File: config.mk
export PLATFORM = sky130hd
export DESIGN_NAME = pci_bus_arbiter_flat
export DESIGN_NICKNAME = d
export VERILOG_FILES = /design/src/rtl/pci_bus_arbiter_if.sv /design/src/rtl/pci_bus_arbiter.sv /design/src/flat_wrapper.sv
export SDC_FILE = /design/constraint.sdc
export NUM_CORES = 1
export LEC_CHECK = 0
export ABC_AREA = 1
export ABC_CLOCK_PERIOD_IN_PS = 4040
export CAP_MARGIN = 20
export CORE_MARGIN = 2
export CORE_UTILIZATION = 45
export DETAILED_ROUTE_END_ITERATION = 12
export PLACE_DENSITY = 0.66
export SYNTH_ARGS = -nofsm -noshare
export SYNTH_HDL_FRONTEND = slang
export SYNTH_SLANG_ARGS = --single-unit
File: constraint.sdc
create_clock -name clk -period 4.04 [get_ports clk]
set_input_delay 0.808 -clock clk [delete_from_list [all_inputs] [get_ports clk]]
set_output_delay 0.808 -clock clk [all_outputs]
set_load 0.005 [all_outputs]
File: src/rtl/pci_bus_arbiter_if.sv
// Arbitration signals shared by the PCI bus arbiter and the models around it.
// The master side is the arbiter, which drives the grants; the slave side drives requests and busfree.
interface pci_bus_arbiter_if;
   logic       busfree;
   logic [1:0] pci_reqn;
   logic [1:0] pci_gntn;

   modport master (
      input  busfree,
      input  pci_reqn,
      output pci_gntn
   );

   modport slave (
      output busfree,
      output pci_reqn,
      input  pci_gntn
   );
endinterface

File: src/rtl/pci_bus_arbiter.sv
// Two-master round-robin PCI arbiter with an optional park on master 0.
// Grants are registered and change only while the bus is idle.
module pci_bus_arbiter #(
   parameter logic       park    = 1'b0,
   parameter logic [4:0] timeout = 5'd16
) (
   input  logic              clk,
   input  logic              rstn,
   pci_bus_arbiter_if.master bus
);
   typedef enum logic [1:0] {IDLE, GNT0, GNT1, TURN} state_t;

   localparam logic [4:0] cnt_max = timeout - 5'd1;

   state_t     state_reg, state_next;
   logic       last_reg, last_next;
   logic       used_reg, used_next;
   logic [4:0] idle_cnt_reg, idle_cnt_next;
   logic [1:0] gntn_reg, gntn_next;
   logic [1:0] req;
   logic       pick;
   logic       own_req, other_req, release_grant;

   generate
      for (genvar gi = 0; gi < 2; gi++) begin : g_req
         assign req[gi] = ~bus.pci_reqn[gi];
      end
   endgenerate

   // Winner is the requester that was not served last; a lone requester always wins.
   assign pick = (req[0] && req[1]) ? ~last_reg : req[1];

   assign own_req       = (state_reg == GNT1) ? req[1] : req[0];
   assign other_req     = (state_reg == GNT1) ? req[0] : req[1];
   assign release_grant = !own_req
                        || (used_reg && other_req)
                        || ((idle_cnt_reg >= cnt_max) && other_req);

   always_comb begin
      state_next    = state_reg;
      last_next     = last_reg;
      used_next     = 1'b0;
      idle_cnt_next = 5'd0;
      case (state_reg)
         IDLE: begin
            if (park && !bus.busfree) begin
               // Master 0 started a transaction on the parked grant.
               state_next = GNT0;
               last_next  = 1'b0;
            end else if (req != 2'b00) begin
               if (park && pick) begin
                  state_next = TURN;
               end else begin
                  state_next = pick ? GNT1 : GNT0;
                  last_next  = pick;
               end
            end
         end
         GNT0, GNT1: begin
            if (!bus.busfree) begin
               used_next = 1'b1;
            end else if (release_grant) begin
               state_next = TURN;
            end else begin
               used_next     = used_reg;
               idle_cnt_next = (!used_reg && (idle_cnt_reg < cnt_max))
                             ? idle_cnt_reg + 5'd1 : idle_cnt_reg;
            end
         end
         TURN: begin
            if (req != 2'b00) begin
               state_next = pick ? GNT1 : GNT0;
               last_next  = pick;
            end else begin
               state_next = IDLE;
            end
         end
         default: state_next = IDLE;
      endcase
   end

   always_comb begin
      gntn_next = 2'b11;
      case (state_next)
         GNT0:    gntn_next = 2'b10;
         GNT1:    gntn_next = 2'b01;
         IDLE:    gntn_next = park ? 2'b10 : 2'b11;
         default: gntn_next = 2'b11;
      endcase
   end

   always_ff @(posedge clk) begin
      if (rstn) begin
         state_reg    <= IDLE;
         last_reg     <= 1'b1;
         used_reg     <= 1'b0;
         idle_cnt_reg <= 5'd0;
         gntn_reg     <= 2'b11;
      end else begin
         state_reg    <= state_next;
         last_reg     <= last_next;
         used_reg     <= used_next;
         idle_cnt_reg <= idle_cnt_next;
         gntn_reg     <= gntn_next;
      end
   end

   assign bus.pci_gntn = gntn_reg;
endmodule

File: src/flat_wrapper.sv
// flat-port wrapper written by rule: the top's interface ports become plain ports
module pci_bus_arbiter_flat 
#(
   parameter logic       park    = 1'b0,
   parameter logic [4:0] timeout = 5'd16
)
  (clk, rstn, bus_busfree, bus_pci_reqn, bus_pci_gntn);
  pci_bus_arbiter_if bus_i ();
  input  logic clk;
  input  logic rstn;
  input wire logic [$bits(bus_i.busfree)-1:0] bus_busfree;
  input wire logic [$bits(bus_i.pci_reqn)-1:0] bus_pci_reqn;
  output wire logic [$bits(bus_i.pci_gntn)-1:0] bus_pci_gntn;
  assign bus_i.busfree = bus_busfree;
  assign bus_i.pci_reqn = bus_pci_reqn;
  assign bus_pci_gntn = bus_i.pci_gntn;
  pci_bus_arbiter #(.park(park), .timeout(timeout)) u_core (.clk(clk), .rstn(rstn), .bus(bus_i));
endmodule
==> results.md, run 1 <==
* aggregate global routing overflow: 0
* flip-flop count of the largest register, all copies and words added: 5
* total negative slack: 0 ns
* Final Max Slew Viols: 0
* commonest cells after routing, fill and taps aside: 20 x sky130_fd_sc_hd__nand2_1, 15 x sky130_fd_sc_hd__inv_1, 11 x sky130_fd_sc_hd__dfxtp_1
* synthesized area divided by synthesized cell count: 7.21 um2
* data arrival time of the critical path: 2.21 ns
* PostCTS Resize Cnt: 0
* CORE AREA: 0.00132 mm2
* Detail Route Antenna Nets: 0
* share of layout cells above drive strength 1: 17.2%
* timing-limited maximum frequency: 491 MHz
* count of cell types in the netlist: 20
* average wire per standard cell: 10.1 um
* worst min-delay path category: reg2reg
* num ports: 7
* kind of critical path: in2reg
* TritonRoute pass-1 iters: 4
* Async SR Flop Fraction: 0%
* number of nets at the end of the flow: 110
* synthesized flop and latch total: 11
* global-route usage over all layers: 16.1%
* Final period util: 50.4%
* cell taking the most area after synthesis: sky130_fd_sc_hd__dfxtp_1
* post-route minimum period: 2.03 ns
* root buf cell: sky130_fd_sc_hd__clkbuf_4
* last weighted congestion value of the routability-driven placer: 0.823
* buffer levels on the longest clock path: 2
* result of the run: completed
* worst hold margin: 0.482 ns
* count of synthesis-stage warnings from yosys: 0
* ys flop type: sky130_fd_sc_hd__dfxtp_1
* number of buffers created by CTS: 3
* CP Data Required Time: 4.21 ns
* post-synth design cell area: 642 um2
* Post-route DRC: 0
* x dimension of the die: 41.8 um
* Via Count: 563
* number of DRC markers in iteration 0: 5
* post-synthesis cell count: 89
* final clock skew: 0.000742 ns
* net count of the mapped netlist: 99
* Fill cells: 130
* final setup fails: 0
* worst voltage drop across the vdd grid: 195 uV
* Synth area leaders: sky130_fd_sc_hd__dfxtp_1 34%, sky130_fd_sc_hd__nand2_1 12%, sky130_fd_sc_hd__ha_1 9.7%
* largest net degree at the start of global routing: 8
* number of buffers inserted to repair setup after CTS: 0
* Worst-path clk slew: 0.08 ns
* I/O Buffers: 6
* HPWL after DPL: 910 um
* RSZ-0062 raised after global routing: false
* die area: 0.00174 mm2
* slew at the pin closest to its max-slew limit: 0.286 ns
* number of failing hold endpoints at the final stage: 0
* power density over the cells: 465 mW/mm2
* insertion delay of the later-clocked pin in the worst-skew pair: 0.27 ns
* global-route wire length before repair: 2170 um
* number of antenna cells inserted: 0
* startpoint type of the worst setup path: input port
* CTS sink count: 11
* vertical die dimension: 41.8 um
* Post-synth EDFFs: 0
* FP Rows: 13
* initial core utilization: 48.7%
* vias per cell: 4.94
* Area Growth Syn to Fin: 16.6%
* Leakage: 0.345 nW
* wire length reported by the detailed router: 1160 um
* level count of the clock H-tree: 1
* number of max-cap violations: 0
* CP max FO: 4
* most common cell after layout, fill and taps aside: sky130_fd_sc_hd__nand2_1
* max_slew headroom: 80.8%
* number of antenna violations at the first check in global routing: 0
* register area share after synthesis: 34.3%
* clock tree from TritonCTS: done
* endpoint kind of the worst setup timing path: flop
* via count of the first global-routing pass: 535
* cts-stage hold buffer count: 0
* proportion of netlist area held by the largest area contributor: 34.3%
-- worst max-delay path, stage by stage --
cell and delay [ns]:
sky130_fd_sc_hd__clkdlybuf4s50_1 0.54, sky130_fd_sc_hd__inv_2 0.05, sky130_fd_sc_hd__o21ai_0 0.22, sky130_fd_sc_hd__nand2_1 0.13, sky130_fd_sc_hd__nand3_2 0.10, sky130_fd_sc_hd__nand2_1 0.05, sky130_fd_sc_hd__nand2_1 0.05, sky130_fd_sc_hd__nand2_1 0.05
sky130_fd_sc_hd__nand2_2 0.07, sky130_fd_sc_hd__nand2_2 0.06, sky130_fd_sc_hd__clkinv_1 0.05, sky130_fd_sc_hd__nand2_1 0.04
-- where the power goes --
group	switching (mW)	total [mW]	internal (mW)	leakage (nW)
Combinational	0.0789	0.134	0.0547	0.237
Clock	0.0405	0.0772	0.0367	0.0177
Sequential	0.0109	0.137	0.126	0.0899
-- path summary, 6_finish.rpt --
kind	start	end	slack, ns	depth (start not counted)
max	bus_pci_reqn[1]	u_core.bus.pci_gntn[1]	2.01	12
min	u_core.idle_cnt_reg[4]	u_core.idle_cnt_reg[4]	0.48	2
max reg2reg	u_core.idle_cnt_reg[0]	u_core.bus.pci_gntn[1]	2.36	15
min reg2reg	u_core.idle_cnt_reg[4]	u_core.idle_cnt_reg[4]	0.48	2
-- synth_stat cells, drive strengths merged (2+ instances only) --
cell   instances
nand2         23
nand3          6
a21oi          5
nor2          10
nor3           2
inv           16
or2            2
dfxtp         11
o21ai          5
ha             5
-- final cells by class --
cell class / count / area (um2) / share of cell area, %
Multi-Input combinational cell: 61 / 358 / 47.8
Sequential cell: 11 / 220 / 29.4
Inverter: 17 / 63.8 / 8.53
Timing Repair Buffer: 6 / 60.1 / 8.03
Clock buffer: 3 / 22.5 / 3.01
Tap cell: 15 / 18.8 / 2.51
Clock inverter: 1 / 5.00 / 0.669
-- through the flow --
step / power (mW) / std cells / util (%) / instance area, um2 / setup slack, ns
4_1_cts: 0.349 / 114 / 56.8 / 748 / 2.03
3_3_place_gp: 0.268 / 110 / 54.7 / 721 / 1.75
3_5_place_dp: 0.271 / 110 / 54.7 / 721 / 1.74
6_report: 0.348 / 114 / 56.8 / 748 / 2.01
5_1_grt: 0.381 / 114 / 56.8 / 748 / 1.82
2_1_floorplan: 0.234 / 89 / - / 642 / 2.39
-- per-layer routing --
metal / wire length (um) / up-vias / GRT usage, % / part of all wire, %
li1: - / 295 / - / -
met1: 542 / 249 / 17.2 / 47
met2: 505 / 14 / 27.2 / 44
met3: 85 / 5 / 7.83 / 7.4
met4: 21 / 0 / 5.81 / 1.8
met5: 0 / - / 0 / 0
-- logic make-up (layout without fill, tap and decap cells) --
group | count (synthesis) | count (layout) | synth area share [%]
adders and majority gates | 5 | 5 | 9.75
xor gates and xnor gates | 1 | 1 | 1.36
AOI/OAI and AO/OA | 11 | 11 | 8.97
and+or+nand+nor | 44 | 44 | 35.7
buffers and inverters | 17 | 27 | 9.94
DFF | 11 | 11 | 34.3
No activity file was read; power rests on OpenSTA's default activity.
==> run 2: changes to the inputs <==
Settings changed: ABC_CLOCK_PERIOD_IN_PS 4040 to 1600, PLACE_DENSITY 0.66 to 0.68.
Clock period 4.04 ns to 1.6 ns, I/O delays scaled along.
==> results.md, run 2 (synthesis gave the netlist of run 1 again) <==
* endpoint kind of the worst setup timing path: flop
* final setup fails: 3, +3
* timing-limited maximum frequency: 603 MHz
* max_slew headroom: 74.4%, -6.4 points
* share of layout cells above drive strength 1: 35.8%, +19 points
* number of DRC markers in iteration 0: 12, +7
* last weighted congestion value of the routability-driven placer: 0.798, -3.0%
* data arrival time of the critical path: 1.83 ns, -0.38 ns
* slowest cell on the critical path: sky130_fd_sc_hd__dfxtp_2
* cts-stage hold buffer count: 0, unchanged
* worst voltage drop across the vdd grid: 654 uV, +240%
* switching power: 361 uW, +180%
* Most common cell on crit path: sky130_fd_sc_hd__nand2_2
* CP max FO: 2, -2
* result of the run: finished, violations left
* commonest cells after routing, fill and taps aside: 15 x sky130_fd_sc_hd__nand2_1, 13 x sky130_fd_sc_hd__inv_1, 10 x sky130_fd_sc_hd__buf_4
* maximum cell stage delay along the critical path: 0.34 ns, -0.20 ns
* wire length reported by the detailed router: 1460 um, +26%
* dpl cells: 119, +8.2%
* initial core utilization: 48.7%, unchanged
* kind of critical path: reg2reg
* TritonRoute pass-1 iters: 4, unchanged
* violated checks: negative setup slack
* number of buffers created by CTS: 3, unchanged
* vias per cell: 5.00, +1.2%
* x dimension of the die: 41.8 um, unchanged
* R2R setup slack: -0.06 ns, -2.42 ns
* insertion delay of the later-clocked pin in the worst-skew pair: 0.28 ns, about the same
* utilization after layout: 66.2%, +9.4 points
* number of failing hold endpoints at the final stage: 0, unchanged
* Finished Layout Cells: 124, +8.8%
* HPWL after DPL: 1040 um, +15%
* root buf cell: sky130_fd_sc_hd__clkbuf_4
* I/O Buffers: 6, unchanged
* number of max-cap violations: 0, unchanged
* slew at the pin closest to its max-slew limit: 0.380 ns, +0.0948 ns
* Final period util: 104%
* die area: 0.00174 mm2, unchanged
* most common cell after layout, fill and taps aside: sky130_fd_sc_hd__nand2_1
* global-route wire length before repair: 2350 um, +8.6%
* Fill cells: 110, -15%
* flip-flop count of the largest register, all copies and words added: 5, unchanged
* CP Data Required Time: 1.77 ns, -2.44 ns
* largest net degree at the start of global routing: 7, -1
* aggregate global routing overflow: 0, unchanged
* RSZ-0062 raised after global routing: true
* clock tree from TritonCTS: done
* register share of total power: 36.2%, -3.2 points
* number of antenna violations at the first check in global routing: 0, unchanged
* vertical die dimension: 41.8 um, unchanged
* global-route usage over all layers: 18.4%, +2.3 points
* buffer levels on the longest clock path: 2, unchanged
* post-route minimum period: 1.66 ns
* Worst-path clk slew: 0.07 ns, about the same
* startpoint type of the worst setup path: flop
* worst hold margin: 0.488 ns, +0.00618 ns
* level count of the clock H-tree: 1, unchanged
* CTS sink count: 11, unchanged
* Comb pwr share: 43.4%, +5.0 points
* number of antenna cells inserted: 0, unchanged
* average wire per standard cell: 11.8 um, +16%
* total negative slack: -0.0975 ns, -0.0975 ns
* CORE AREA: 0.00132 mm2, unchanged
* Final Max Slew Viols: 0, unchanged
* num ports: 7, unchanged
* worst min-delay path category: reg2reg
* FP Rows: 13, unchanged
* cell area after layout: 872 um2, +17%
* Via Count: 620, +10%
* placement-stage cell area: 788 um2, +9.4%
* post-route setup slack: -0.0589 ns, -2.06 ns
* cell-internal power: 592 uW, +170%
* cell breakdown of the critical path: ha_4 > inv_2 > nor3_4 > ha_2 > inv_2 > nand2_2 > nor2_2 > nand2_2 > nand3_2 > nand2_2 > nand2_2 > nand2_2 > nand2_2 > nand2_2 > clkinv_1 > nand2_1
* Area Growth Syn to Fin: 35.9%
* Leakage: 0.407 nW, +18%
* via count of the first global-routing pass: 595, +11%
* clock network fraction of design power: 20.4%, -1.8 points
* Detail Route Antenna Nets: 0, unchanged
* Post-route DRC: 0, unchanged
* power density over the cells: 1090 mW/mm2, +130%
* fraction of power spent switching nets: 37.9%, +0.44 points
* final clock skew: 0.0117 ns, +0.0109 ns
* number of nets at the end of the flow: 120, +9.1%
## run 2: routing by layer
layer / track usage (%) / share of wire, % / up-vias / wire length (um)
met5: 0 / 0 / - / 0
met2: 29.7 / 49 / 15 / 713
met4: 11.6 / 3.8 / 0 / 56
met3: 9.13 / 6.4 / 7 / 93
li1: - / - / 317 / -
met1: 18.6 / 41 / 281 / 597
## run 2: timing repair
action / CTS / global route
gates resized for setup: 4 / 13
setup endpoints to repair: 3 / 7
buffers inserted: 1 / 0
pin swaps: 1 / 4
## run 2: per-stage QoR
stage          power [mW]  worst slack (ns)
6_report            0.953           -0.0589
5_1_grt              1.03            -0.204
4_1_cts             0.913           -0.0235
3_5_place_dp        0.709            -0.227
3_3_place_gp        0.694            -0.177
2_1_floorplan       0.590            0.0710
## run 2: power groups by stage
| stage | clock (mW) | sequential, mW | combinational [mW] |
|---|---|---|---|
| 6_report | 0.195 | 0.345 | 0.413 |
| 5_1_grt | 0.218 | 0.348 | 0.461 |
| 4_1_cts | 0.203 | 0.344 | 0.366 |
| 3_5_place_dp | 0 | 0.350 | 0.360 |
| 3_3_place_gp | 0 | 0.349 | 0.345 |
| 2_1_floorplan | 0 | 0.347 | 0.243 |
## run 2: path summary, 6_finish.rpt
kind                                              from                      to  cells past startpoint
worst min register to register         u_core.last_reg         u_core.last_reg                      2
worst min-delay path                   u_core.last_reg         u_core.last_reg                      2
worst max-delay path            u_core.idle_cnt_reg[0]  u_core.bus.pci_gntn[1]                     16
worst max register to register  u_core.idle_cnt_reg[0]  u_core.bus.pci_gntn[1]                     16
## run 2: cell type report
type	count	area, um2	share of cell area [%]
clock buffers	4	26.3	3.01
repair buffers	16	135	15.5
flip-flops and latches	11	223	25.5
multi-input cells	61	405	46.5
well taps	15	18.8	2.15
inverters	17	63.8	7.32
## run 2: critical path: cells and delay by family (launching register included)
kind	cells	cell delay, ns
buf+inv	3	0.17
simple gates	11	0.73
flops	1	0.34
fa+ha+maj	2	0.33
